[config.mk]
export PLATFORM = sky130hd
export DESIGN_NAME = btn_pulse_gen_flat
export DESIGN_NICKNAME = d
export VERILOG_FILES = /design/src/rtl/btn_pulse_gen_if.sv /design/src/rtl/btn_pulse_gen.sv /design/src/flat_wrapper.sv
export SDC_FILE = /design/constraint.sdc
export NUM_CORES = 1
export LEC_CHECK = 0
export BUFFER_PORTS_ARGS = -buffer_cell sky130_fd_sc_hd__buf_4
export CELL_PAD_IN_SITES_DETAIL_PLACEMENT = 0
export CELL_PAD_IN_SITES_GLOBAL_PLACEMENT = 1
export CORE_MARGIN = 2
export CORE_UTILIZATION = 53
export DETAILED_ROUTE_END_ITERATION = 6
export HOLD_SLACK_MARGIN = 0.06
export PLACE_DENSITY_LB_ADDON = 0.1
export SYNTH_ARGS = -nofsm -noshare
export SYNTH_HDL_FRONTEND = slang
export SYNTH_SLANG_ARGS = --single-unit
[constraint.sdc]
create_clock -name clk -period 8.9 [get_ports clk]
set_input_delay 1.78 -clock clk [delete_from_list [all_inputs] [get_ports clk]]
set_output_delay 1.78 -clock clk [all_outputs]
set_load 0.005 [all_outputs]
[src/rtl/btn_pulse_gen_if.sv]
// Button conditioner bus: raw pad inputs in, debounced level and
// press/release pulses out. The design side uses the slave modport,
// the pad/consumer side uses master.
interface btn_pulse_gen_if #(
    parameter int NUM_BTN = 4
);
    logic [NUM_BTN-1:0] btn_raw;
    logic [NUM_BTN-1:0] btn_level;
    logic [NUM_BTN-1:0] btn_press;
    logic [NUM_BTN-1:0] btn_release;
    logic               any_press;

    modport master (
        output btn_raw,
        input  btn_level,
        input  btn_press,
        input  btn_release,
        input  any_press
    );

    modport slave (
        input  btn_raw,
        output btn_level,
        output btn_press,
        output btn_release,
        output any_press
    );
endinterface

[src/rtl/btn_pulse_gen.sv]
// Multi-channel push-button conditioner: per channel a 2-flop synchronizer,
// a restart-on-agreement debouncer and a HELD/REPEAT FSM producing
// registered one-cycle press and release pulses.
// Optional macro BTN_PULSE_GEN_AUTO_REPEAT_EN: a held key emits repeat press
// pulses after REPEAT_DELAY cycles, then every REPEAT_PERIOD cycles. Without
// it a debounced press yields exactly one press pulse and no repeat counter.
module btn_pulse_gen #(
    parameter int NUM_BTN         = 4,
    parameter int BTN_ACTIVE_LOW  = 1,
    parameter int DEBOUNCE_CYCLES = 500000,
    parameter int REPEAT_DELAY    = 25000000,
    parameter int REPEAT_PERIOD   = 5000000,
    parameter int CNT_W = $clog2(
        (((DEBOUNCE_CYCLES > REPEAT_DELAY) ? DEBOUNCE_CYCLES : REPEAT_DELAY) > REPEAT_PERIOD
            ? ((DEBOUNCE_CYCLES > REPEAT_DELAY) ? DEBOUNCE_CYCLES : REPEAT_DELAY)
            : REPEAT_PERIOD) + 1)
) (
    input logic            clk,
    input logic            rst,
    btn_pulse_gen_if.slave bus
);

    // Pad value of a released key; also the synchronizer reset value.
    localparam logic RELEASED = (BTN_ACTIVE_LOW != 0);
    localparam logic [CNT_W-1:0] DB_LAST = CNT_W'(DEBOUNCE_CYCLES - 1);
`ifdef BTN_PULSE_GEN_AUTO_REPEAT_EN
    localparam logic [CNT_W-1:0] RD_LAST = CNT_W'(REPEAT_DELAY - 1);
    localparam logic [CNT_W-1:0] RP_LAST = CNT_W'(REPEAT_PERIOD - 1);
`endif

    typedef enum logic [1:0] {
        IDLE,
        HELD,
        REPEAT
    } state_t;

    logic [NUM_BTN-1:0] level_v;
    logic [NUM_BTN-1:0] press_v;
    logic [NUM_BTN-1:0] release_v;

    for (genvar i = 0; i < NUM_BTN; i++) begin : g_ch
        logic             sync1;
        logic             sync2;
        logic             pressed;
        logic             level_q;
        logic [CNT_W-1:0] dcnt;
        logic             rise;
        logic             fall;
        state_t           state_q;
        state_t           state_d;
        logic             press_q;
        logic             press_d;
        logic             release_q;
        logic             release_d;
`ifdef BTN_PULSE_GEN_AUTO_REPEAT_EN
        logic [CNT_W-1:0] rcnt_q;
        logic [CNT_W-1:0] rcnt_d;
`endif

        // Two-flop synchronizer; reset parks both flops at the released value
        // so a key held through reset has to debounce again afterwards.
        // NOTE: sequential state uses non-blocking assignments so every flop
        // samples the pre-edge values, independent of statement order.
        always_ff @(posedge clk or posedge rst) begin
            if (rst) begin
                sync1 <= RELEASED;
                sync2 <= RELEASED;
            end else begin
                sync1 <= bus.btn_raw[i];
                sync2 <= sync1;
            end
        end

        assign pressed = sync2 ^ RELEASED;

        // Level flips on the edge where a full disagreement run completes.
        always_comb begin
            rise = pressed && !level_q && (dcnt == DB_LAST);
            fall = !pressed && level_q && (dcnt == DB_LAST);
        end

        // Debouncer: any cycle of agreement restarts the disagreement count.
        always_ff @(posedge clk or posedge rst) begin
            if (rst) begin
                level_q <= 1'b0;
                dcnt    <= '0;
            end else if (pressed == level_q) begin
                dcnt <= '0;
            end else if (dcnt == DB_LAST) begin
                level_q <= pressed;
                dcnt    <= '0;
            end else begin
                dcnt <= dcnt + 1'b1;
            end
        end

        // FSM next state and pulse decode; release wins over a same-cycle repeat.
        // NOTE: every signal written here gets a default first, so no path
        // leaves one unassigned and no latch is inferred.
        always_comb begin
            state_d   = state_q;
            press_d   = 1'b0;
            release_d = 1'b0;
`ifdef BTN_PULSE_GEN_AUTO_REPEAT_EN
            rcnt_d    = rcnt_q;
`endif
            case (state_q)
                IDLE: begin
                    if (rise) begin
                        state_d = HELD;
                        press_d = 1'b1;
`ifdef BTN_PULSE_GEN_AUTO_REPEAT_EN
                        rcnt_d  = '0;
`endif
                    end
                end
                HELD: begin
                    if (fall) begin
                        state_d   = IDLE;
                        release_d = 1'b1;
`ifdef BTN_PULSE_GEN_AUTO_REPEAT_EN
                        rcnt_d    = '0;
                    end else if (rcnt_q == RD_LAST) begin
                        state_d = REPEAT;
                        press_d = 1'b1;
                        rcnt_d  = '0;
                    end else begin
                        rcnt_d = rcnt_q + 1'b1;
`endif
                    end
                end
                REPEAT: begin
                    if (fall) begin
                        state_d   = IDLE;
                        release_d = 1'b1;
`ifdef BTN_PULSE_GEN_AUTO_REPEAT_EN
                        rcnt_d    = '0;
                    end else if (rcnt_q == RP_LAST) begin
                        press_d = 1'b1;
                        rcnt_d  = '0;
                    end else begin
                        rcnt_d = rcnt_q + 1'b1;
`endif
                    end
                end
                default: state_d = IDLE;
            endcase
        end

        // FSM state and registered pulse outputs.
        always_ff @(posedge clk or posedge rst) begin
            if (rst) begin
                state_q   <= IDLE;
                press_q   <= 1'b0;
                release_q <= 1'b0;
`ifdef BTN_PULSE_GEN_AUTO_REPEAT_EN
                rcnt_q    <= '0;
`endif
            end else begin
                state_q   <= state_d;
                press_q   <= press_d;
                release_q <= release_d;
`ifdef BTN_PULSE_GEN_AUTO_REPEAT_EN
                rcnt_q    <= rcnt_d;
`endif
            end
        end

        assign level_v[i]   = level_q;
        assign press_v[i]   = press_q;
        assign release_v[i] = release_q;
    end

    assign bus.btn_level   = level_v;
    assign bus.btn_press   = press_v;
    assign bus.btn_release = release_v;
    assign bus.any_press   = |press_v;

endmodule
[src/flat_wrapper.sv]
// flat-port wrapper written by rule: the top's interface ports become plain ports
module btn_pulse_gen_flat 
#(
    parameter int NUM_BTN         = 4,
    parameter int BTN_ACTIVE_LOW  = 1,
    parameter int DEBOUNCE_CYCLES = 500000,
    parameter int REPEAT_DELAY    = 25000000,
    parameter int REPEAT_PERIOD   = 5000000,
    parameter int CNT_W = $clog2(
        (((DEBOUNCE_CYCLES > REPEAT_DELAY) ? DEBOUNCE_CYCLES : REPEAT_DELAY) > REPEAT_PERIOD
            ? ((DEBOUNCE_CYCLES > REPEAT_DELAY) ? DEBOUNCE_CYCLES : REPEAT_DELAY)
            : REPEAT_PERIOD) + 1)
)
  (clk, rst, bus_btn_raw, bus_btn_level, bus_btn_press, bus_btn_release, bus_any_press);
  btn_pulse_gen_if #(.NUM_BTN(NUM_BTN)) bus_i ();
  input logic clk;
  input logic rst;
  input wire logic [$bits(bus_i.btn_raw)-1:0] bus_btn_raw;
  output wire logic [$bits(bus_i.btn_level)-1:0] bus_btn_level;
  output wire logic [$bits(bus_i.btn_press)-1:0] bus_btn_press;
  output wire logic [$bits(bus_i.btn_release)-1:0] bus_btn_release;
  output wire logic [$bits(bus_i.any_press)-1:0] bus_any_press;
  assign bus_i.btn_raw = bus_btn_raw;
  assign bus_btn_level = bus_i.btn_level;
  assign bus_btn_press = bus_i.btn_press;
  assign bus_btn_release = bus_i.btn_release;
  assign bus_any_press = bus_i.any_press;
  btn_pulse_gen #(.NUM_BTN(NUM_BTN), .BTN_ACTIVE_LOW(BTN_ACTIVE_LOW), .DEBOUNCE_CYCLES(DEBOUNCE_CYCLES), .REPEAT_DELAY(REPEAT_DELAY), .REPEAT_PERIOD(REPEAT_PERIOD), .CNT_W(CNT_W)) u_core (.clk(clk), .rst(rst), .bus(bus_i));
endmodule
# After elaboration in Yosys (flattened, before gate mapping)
# Index checks and enable logic that the tools add are counted.
# word_totals
input_bits	6
output_inout_bits	13
elab_cells	137
regBits	128
# op_classes
n_eq_ne	24
reduce_logical	37
addsub	4
bitwise_logic	8
mux	36
# op_table
operator	n
$mux 25	8
$add 25x1->25 const B	4
$eq 25x19->1 const B	4
$logic_and 1x1->1	16
$mux 1	16
$mux 2	8
$ne 2x1->1 const B	8
$pmux 2 s2	4
$reduce_and 2->1	8
$eq 2x1->1 const B	4
$eq 2x2->1 const B	4
$logic_not 2->1	4
$not 1->1	8
$reduce_or 2->1	4
$eq 1x1->1	4
$logic_not 1->1	4
$reduce_or 4->1	1

# Depth between registers and ports, before layout
# Gate-level depths: netlist (run 1).
# logic_depth
word_depth	5
ltp_mapped	7
ltp_nobuf	5

# Worst setup path after synthesis (run 1)
# OpenSTA, ideal clock, no wires.
# synth_path
path_kind	flip-flop to output port
from	register u_core.g_ch[2].press_q
to	output port bus_any_press
setup_slack_ns	6.244
path_buffers	0
path_stages_with_launch	2
arrival_time_ns	0.876
cell_sequence	dfrtp_1 or4_1
# synth_via
elab_chain_len	1
# synth_rtl
element	line	source
from (decl)	btn_pulse_gen.sv:51	logic press_q;
from (signal assigned)	btn_pulse_gen.sv:161	press_q <= press_d;
$reduce_or 4->1	btn_pulse_gen.sv:177	assign bus.any_press = |press_v;
to (decl)	flat_wrapper.sv:22	output wire logic [$bits(bus_i.any_press)-1:0] bus_any_press;
# No other way between the ends.

# Worst setup path in the final report (run 1)
# Same ends and word-level chain as after synthesis.

==> impl.org, run 1 <==
** Floorplanning
- Number of top-level design ports :: 19
- In this run the horizontal extent of the chip is 113 µm.
- Die boundary height :: 113 µm
- Placeable core region :: 11500 µm²
- Once the floorplan was initialized, standard cells occupied 54.6% of the core.
- Number of standard-cell rows in the floorplan :: 39
- The floorplan step defined a die boundary enclosing 12700 µm².

** Routing
- For this run, the detailed router's first-pass iteration total came to 4.
- Average via count per standard cell :: 6.03
- After detailed routing, the average wire length per cell comes to 16.2 µm.
- Violation count after the first detailed-routing iteration :: 303
- The count of nets left with antenna violations once routing finished came out at 0.
- Via Count :: 4860
- The routed design has 13.1 mm of wire.
- After detailed routing, the number of remaining DRC violations is 0.

** Placed design
- Pre-CTS setup slack :: 5600 ps
- Number of I/O port buffers :: 18
- At the end of routability-driven placement, the weighted congestion stood at 0.838.
- Including well taps, the total number of placed cells is 774.
- DP Wirelength :: 8.40 mm

** Clock tree
- Clock net sink count :: 124
- Insertion delay to the later sink of the worst-skew pair :: 410 ps
- CTS tree :: yes
- CTS buffer count :: 17
- The root buffer cell chosen for the clock tree is clkbuf_16.
- Number of gates resized after cts :: 0
- CTS clk-pin slew, worst paths :: 50 ps
- Buffers added to address setup during post-CTS repair amount to 0.
- Largest buffer count on any clock path :: 2
- Number of H-tree levels :: 4
- Buffers inserted to repair hold after CTS numbered 0.

** Synth
- After synthesis the netlist holds a flip-flop and latch count of 124.
- Warning count from the yosys run :: 0
- Post-synthesis area per instance :: 9.77 µm²
- By area, the combinational part of the netlist is dominated by simple AND/OR/NAND/NOR gates.
- Count of different cell masters after synthesis :: 45
- Synth Area in XOR/XNOR :: 6.71%
- Of the post-synthesis cell area, the part taken by muxes is 0.799%.
- Predominant post-synthesis flop cell :: dfrtp_1
- Mapped cell area :: 6260 µm²
- Post-Synth Adder-Cell Area :: 2.40%
- Sequential share of the synthesized area :: 49.7%
- After synthesis, the share of flip-flops with an asynchronous set or reset is 100%.
- The cell count after synthesis came out at 641.
- The synthesized netlist devotes 9.31% of its cell area to compound gates.
- Counting flops with a built-in enable in the synthesized netlist gives 0.
- Syn_nets :: 659
- Share of synthesized cell area in and, or, nand and nor gates :: 25.9%

** Timing
- Worst Tran Pin Value :: 857 ps
- Measured against its own limit, the worst slew margin works out to 42.8%.
- Count of endpoints failing setup in the final report :: 0
- Across all setup checks in the final design, the least slack found is 5690 ps.
- After layout, the worst path uses 36.1% of the clock period.
- On the final layout, the worst clock skew is 5.46 ps.
- Final hold vios :: 0
- Final Slew Violations :: 0
- Final Hold Slack :: 354 ps
- Summed over all failing endpoints, the final setup total negative slack is 0 ps.
- For this run, the top clock speed supported by timing is 312 MHz.
- Setup repair after global routing left no endpoint under its margin.
- Post-layout minimum cycle time :: 3210 ps

** GRT
- After global routing the overflow that remains totals 0.
- The initial antenna violation count is 0.
- Global router's overall resource usage :: 22.4%
- Pin count of the biggest net entering global routing :: 64
- The first global-routing pass estimated 23.3 mm of wire.
- The via count of the first global-routing pass is 4827.

** Worst setup path
- The worst setup path is captured at a primary output.
- R2r worst-path depth :: 6
- Cell count along the critical path :: 2
- The worst setup path is launched from a register.
- Required time reported for the critical path endpoint :: 7120 ps
- Walking the worst path, the cells encountered are or4_1, buf_4.
- Among all stages on the critical path, the largest delay is contributed by or4_1.
- Across all register-to-register paths, the minimum setup slack is 6450 ps.
- For this run, the slowest stage of the critical path takes 510 ps.
- Together, buffers and inverters on the worst path number 1.
- The endpoint identified for the worst register-to-register timing path is u_core.g_ch[2].dcnt[21].
- Arrival time at the worst endpoint :: 1430 ps
- Crit Path Max Fanout :: 2
- The critical path ends at bus_any_press.
- On the critical path the largest part of the delay comes from simple AND/OR/NAND/NOR gates.
- The most critical setup path has its startpoint at u_core.g_ch[2].press_q.
- The setup path with the least slack is of type register to primary output.
- Startpoint of the most critical register-to-register path :: u_core.g_ch[2].dcnt[0]

** Finish
- Share of cells above drive strength 1 :: 11.5%
- Count of nets after finishing :: 668
- Once layout is complete, the cells apart from fillers number 806.
- Antenna cells :: 0
- Commonest non-fill, non-tap cell in the layout :: dfrtp_1
- Leaving out fill and tap cells, the most frequent cells in the layout are 116 x dfrtp_1, 63 x nor2_1, 42 x a21oi_1.
- Relative to the synthesized area, the layout overhead comes to 13.0%.

** Flow run
- Across the run, the number of max-cap violations was 0.

** Status
- Result of the run :: completed

** Power and ir drop
- Power spread over the standard cell area amounts to 193 nW/µm².
- In this run the static leakage power is 0.00288 µW.
- IR analysis of the VDD net gives a maximum drop of 0.244 mV.
- The completed layout was analyzed and its total power is 1370 µW.

** Min path
- The worst hold path was traced through 0 stages.
- Hold Crit Class :: register to register
==> cells in the mapped netlist (18+ instances only) <==
library cell	instances	area share (%)
nand4_1	32	3.2
a21oi_1	42	3.4
nand2_1	34	2.0
or4_1	27	3.2
o21ai_0	18	1.4
xor2_1	29	4.1
o31ai_1	27	3.2
dfrtp_1	116	46
nand3_1	29	2.3
xnor2_1	19	2.7
nor2_1	63	3.8
inv_1	35	2.1
==> how the worst min path moves through the flow <==
stage               slack [ps]                 start                    to
floorplan                  350  u_core.g_ch[0].sync1  u_core.g_ch[0].sync2
detailed placement         350  u_core.g_ch[0].sync1  u_core.g_ch[0].sync2
finish                     350  u_core.g_ch[0].sync1  u_core.g_ch[0].sync2
global placement           350  u_core.g_ch[0].sync1  u_core.g_ch[0].sync2
global route               360  u_core.g_ch[1].sync1  u_core.g_ch[1].sync2
CTS                        360  u_core.g_ch[0].sync1  u_core.g_ch[0].sync2
==> metrics by stage <==
step	util [%]	area, µm²
after global routing	61.7	7080
after floorplan	-	6260
final	61.7	7080
after global placement	56.1	6430
after detailed placement	56.1	6430
after CTS	61.7	7080
==> state kept, by name, summed over array words and instances, names as in the netlist <==
signal and count:
u_core.g_ch.state_q 4, u_core.g_ch.dcnt 100, u_core.g_ch.sync2 4, u_core.g_ch.sync1 4, u_core.g_ch.press_q 4, u_core.g_ch.level_q 4
u_core.g_ch.release_q 4
==> report_power, final <==
part	internal, µW	switching (µW)	total, µW	leakage [µW]
logic	9.07	24.2	33.2	0.000877
clock network	509	248	757	0.000312
registers	572	5.92	578	0.00170
==> layer usage <==
metal | track usage, % | vias up | part of all wire, %
met4 | 5.69 | 0 | 0.89
met2 | 36.3 | 89 | 48
met1 | 30.1 | 2419 | 47
li1 | - | 2340 | -
met5 | 0 | - | 0
met3 | 6.16 | 12 | 3.7
==> final cells by class <==
class,instances,area [µm²]
Sequential cell,124,3110
Clock buffer,20,457
Fill cell,984,4390
Tap cell,143,179
Timing Repair Buffer,23,173
Inverter,35,134
Clock inverter,12,193
Multi-Input combinational cell,449,2830
==> worst register-to-register path, delay by kind of cell, from the launching register on <==
| kind | cells | cell delay (ps) |
|---|---|---|
| fa+ha+maj | 1 | 240 |
| compound gates | 2 | 810 |
| buf+inv | 1 | 350 |
| simple gates | 2 | 550 |
| flops | 1 | 380 |
==> cell families after synthesis <==
logic type | count (synthesis)
simple gates | 287
compound gates | 97
xor+xnor | 48
flops | 124
buf+inv | 68
mux | 5
fa+ha+maj | 12
Note: power is estimated with default switching activity, not from simulation.
==> run 2, diff against run 1 <==
--- a/config.mk
+++ b/config.mk
@@ -5,11 +5,12 @@
 export SDC_FILE = /design/constraint.sdc
 export NUM_CORES = 1
 export LEC_CHECK = 0
+export ABC_AREA = 1
 export BUFFER_PORTS_ARGS = -buffer_cell sky130_fd_sc_hd__buf_4
 export CELL_PAD_IN_SITES_DETAIL_PLACEMENT = 0
 export CELL_PAD_IN_SITES_GLOBAL_PLACEMENT = 1
 export CORE_MARGIN = 2
-export CORE_UTILIZATION = 53
+export CORE_UTILIZATION = 42
 export DETAILED_ROUTE_END_ITERATION = 6
 export HOLD_SLACK_MARGIN = 0.06
 export PLACE_DENSITY_LB_ADDON = 0.1
==> constraint.sdc (replaced) <==
create_clock -name clk -period 2.58 [get_ports clk]
set_input_delay 0.516 -clock clk [delete_from_list [all_inputs] [get_ports clk]]
set_output_delay 0.516 -clock clk [all_outputs]
set_load 0.005 [all_outputs]
==> run 2 against run 1 <==
Compared with the run above: critical path depth unchanged; first-iteration DRC count is 24% higher; area after synthesis is 15% higher; critical path type unchanged; sequential share of layout area decreased by 6.0 points; via count grew 23%; clock skew grew 6.7 ps; combinational power rose to 3.7 times the previous value; die area increased by 44%; register-to-register slack lost 5700 ps.
==> impl.org, run 2 <==
** Clock tree
- The clock sink count came to 124 (unchanged).
- The number of CTS-inserted buffers came to 17 (unchanged).
- The total number of H-tree levels was 4 (unchanged).
- In this run the clock root is driven by a clkbuf_16.
- TritonCTS built the clock tree.
- Number of hold buffers added after CTS :: 1 (+1)
- The clock tree buffer depth was 2 (unchanged).
- CTS clk-pin slew, worst paths :: 50 ps (about the same)
- Setup repair bufs after CTS :: 0 (unchanged)
- Number of gates resized after cts :: 0 (unchanged)
- The source-to-sink clock delay at the later pin of the worst-skew pair came to 420 ps (about the same).

** Worst setup path
- Worst setup path endpoint :: bus_any_press
- The worst stage delay on the critical path is 570 ps (+60 ps).
- The largest individual stage delay along the critical path comes from the cell or4_1.
- Required time reported for the critical path endpoint :: 2060 ps (-5060 ps)
- The depth of the most critical reg-to-reg path is 5 (-1).
- Crit end category :: primary output
- Startpoint of the most critical register-to-register path :: u_core.g_ch[2].sync2
- The setup path with the least slack is of type register to primary output.
- The signal on the critical path passes through or4_1, buf_4.
- Broken down by cell family, the worst path's largest delay share belongs to simple AND/OR/NAND/NOR gates.
- The worst setup path is launched from a register.
- The total stage count of the critical path came to 2 (unchanged).
- Arrival time at the worst endpoint :: 1520 ps (+90 ps)
- Register-to-Register Setup Slack :: 750 ps (-5700 ps)
- The worst path buffer plus inverter count was 1 (unchanged).
- Crit Path Max Fanout :: 2 (unchanged)
- The worst register-to-register path ends at u_core.g_ch[2].dcnt[5].
- Launching element of the worst setup path :: u_core.g_ch[2].press_q

** Timing
- Tcrit/Tclk final :: 78.9%
- Setup repair after global routing left no endpoint under its margin.
- Final Slew Violations :: 0 (unchanged)
- Post-layout minimum cycle time :: 2030 ps
- Final Hold Slack :: 197 ps (-158 ps)
- Achievable frequency :: 491 MHz
- Count of endpoints failing setup in the final report :: 0 (unchanged)
- The measured slew at the worst slew-check pin came to 573 ps (-284 ps).
- Sum Neg Setup Slack :: 0 ps (unchanged)
- Final hold vios :: 0 (unchanged)
- The normalized max-slew margin came to 61.8% (+19 points).
- Worst clock skew on the final layout :: 12.2 ps (+6.73 ps)

** GRT
- Global router's overall resource usage :: 20.3% (-2.1 points)
- Initial antenna violation count :: 0 (unchanged)
- Met3 layer usage reported by global route :: 3.85% (-2.3 points)
- After global routing, the most crowded layer is met2.
- The largest net degree at the start of global routing came to 78 (+22%).
- Via count of the first global-routing pass :: 5870 (+22%)
- The met2 usage in global routing is 31.6% (-4.7 points).
- The wire length of the first global-routing pass was 29.0 mm (+25%).
- Global routing usage on met1 :: 28.5% (-1.6 points)
- Sum of overflow across all layers after global routing :: 0 (unchanged)

** Routing
- The average wire per standard cell is 13.2 µm (-18%).
- The total wirelength of the detailed-routed design came to 16.8 mm (+29%).
- The count of TritonRoute iterations in the first routing pass came to 5 (+1).
- The total vias in the final route came to 5980 (+23%).
- The count of antenna-violating nets left after detailed routing is 0 (unchanged).
- Average via count per standard cell :: 4.71 (-22%)
- Violation count after the first detailed-routing iteration :: 377 (+24%)
- The total DRC errors in the routed layout is 0 (unchanged).

** Power and ir drop
- The cell area power density is 567 nW/µm² (+190%).
- Highest ir drop seen on vdd :: 0.579 mV (+140%)
- Sw Share :: 20.5% (+0.20 points)
- Net switching power :: 954 µW (+240%)
- The internal power came to 3700 µW (+240%).
- The part of the total power dissipated in the clock network was 54.6% (-0.7 points).
- The combinational group share of total power was 2.7% (+0.3 points).
- The leakage power came to 0.00357 µW (+24%).
- Relative contribution of sequential cells to total power :: 42.7% (+0.5 points)

** Placed design
- The number of placed instances with taps included was 1237 (+60%).
- DP Wirelength :: 12.6 mm (+50%)
- Number of I/O port buffers :: 18 (unchanged)
- The global placement routability congestion was 0.840 (+0.21%).

** Floorplanning
- The number of core rows was 47 (+21%).
- Width of the die :: 135 µm (+20%)
- The area enclosed by the die boundary came to 18300 µm² (+44%).
- Die boundary height :: 135 µm (+20%)
- Placeable core region :: 16700 µm² (+46%)
- The I/O pin count was 19 (unchanged).
- Starting density of the core :: 43.3% (-11 points)

** Finish
- Antenna cells :: 0 (unchanged)
- Non-filler cells, final :: 1270 (+58%)
- Final core utilization :: 49.1% (-13 points)
- The register with the most flip-flops in the final layout is u_core.g_ch.dcnt.
- Leaving out fill and tap cells, the most frequent cell in the layout is nand2_1.
- Relative to the synthesized area, the layout overhead comes to 13.4%.
- FILL cells :: 1728 (+76%)
- Flip-flop count of the largest register after layout :: 100 (unchanged)
- The proportion of layout cells with a drive suffix above 1 is 10.9% (-0.61 points).
- In the layout the commonest cells are 251 x nand2_1, 250 x nor2_1, 126 x inv_1.
- The final net count came to 1055 (+58%).

** Min path
- The worst hold path belongs to the class input port to register.

** Synth
- The warning count from the yosys run was 0 (unchanged).
- List of most frequent post-synthesis cells :: 251 x nand2_1, 250 x nor2_1, 127 x inv_1
- Dominant cells by area after synthesis :: dfrtp_1 40%, nand2_1 13%, nor2_1 13%, inv_1 6.6%, nand3_1 4.7%
- The share of synthesized registers carrying an async set or reset was 100% (unchanged).
- The sequential area share after synthesis came to 43.1% (-6.6 points).
- Portion of synthesized cell area occupied by the leading cell type :: 40.2% (-6.2 points)
- Cell count after synthesis :: 1015 (+58%)
- The largest total area in the synthesized netlist belongs to dfrtp_1.
- The count of flip-flops with a built-in enable after synthesis came to 0 (unchanged).
- Flip-flop and latch count after synthesis :: 124 (unchanged)
- The number of library cell types mapped by synthesis was 35 (-22%).
- For this run, the leading register cell type out of synthesis is dfrtp_1.
- The most common cell in the synthesized netlist is nand2_1.
- Post-synthesis area per instance :: 7.12 µm² (-27%)
- The net count after synthesis came to 1033 (+57%).
- Mapped cell area :: 7230 µm² (+15%)

** Status
- Result of the run :: completed

** Flow run
- The total of max-cap violations was 0 (unchanged).
==> run 2: worst reg2reg max path, cell delays in order (launching register included) <==
cell     delay [ps]
dfstp_2         530
inv_1            40
ha_1            640
inv_1           250
nand2_4         190
nor3_1           60
==> run 2: metrics by stage <==
stage | total power (µW) | cell area, µm² | worst slack [ps]
after global routing | 4820 | 8200 | 482
final | 4650 | 8200 | 545
after CTS | 4720 | 8200 | 491
after detailed placement | 2150 | 7570 | 716
after floorplan | 2100 | 7230 | 545
after global placement | 2150 | 7570 | 762
==> run 2: cells by family after synthesis <==
kind of cell	count (synthesis)	synth area share, %
xor gates and xnor gates	35	4.24
adders and majority gates	12	2.08
buffers and inverters	154	8.69
AOI/OAI and AO/OA	28	2.35
DFF	124	43.1
and+or+nand+nor	662	39.6
==> run 2: how the worst min path moves through the flow <==
stage,slack (ps),startpoint,end,cells after the start
5_1_grt,180,bus_btn_raw[0],u_core.g_ch[0].sync1,1
3_3_place_gp,350,u_core.g_ch[2].sync1,u_core.g_ch[2].sync2,0
2_1_floorplan,350,u_core.g_ch[0].sync1,u_core.g_ch[0].sync2,0
4_1_cts,180,bus_btn_raw[3],u_core.g_ch[3].sync1,1
3_5_place_dp,350,u_core.g_ch[1].sync1,u_core.g_ch[1].sync2,0
6_report,200,bus_btn_raw[3],u_core.g_ch[3].sync1,1
==> run 2: cell type report <==
type / count / area (µm²) / share of cell area (%)
Multi-Input combinational cell: 737 / 3490 / 42.5
Clock inverter: 7 / 135 / 1.65
Clock buffer: 25 / 485 / 5.92
Sequential cell: 124 / 3110 / 38.0
Tap cell: 220 / 275 / 3.36
Timing Repair Buffer: 25 / 203 / 2.47
Inverter: 132 / 499 / 6.09
==> run 2: power by group through the flow <==
stage | logic [µW] | clock network, µW | registers, µW
floorplan | 83.6 | 0 | 2020
global placement | 128 | 0 | 2020
detailed placement | 128 | 0 | 2020
CTS | 129 | 2600 | 1990
global route | 145 | 2680 | 1990
finish | 123 | 2540 | 1990
==> run 2: layer usage <==
layer | share of wire [%] | up-vias
met5 | 0 | -
met4 | 1.4 | 0
met3 | 3.1 | 13
met2 | 45 | 87
met1 | 51 | 2720
li1 | - | 3160
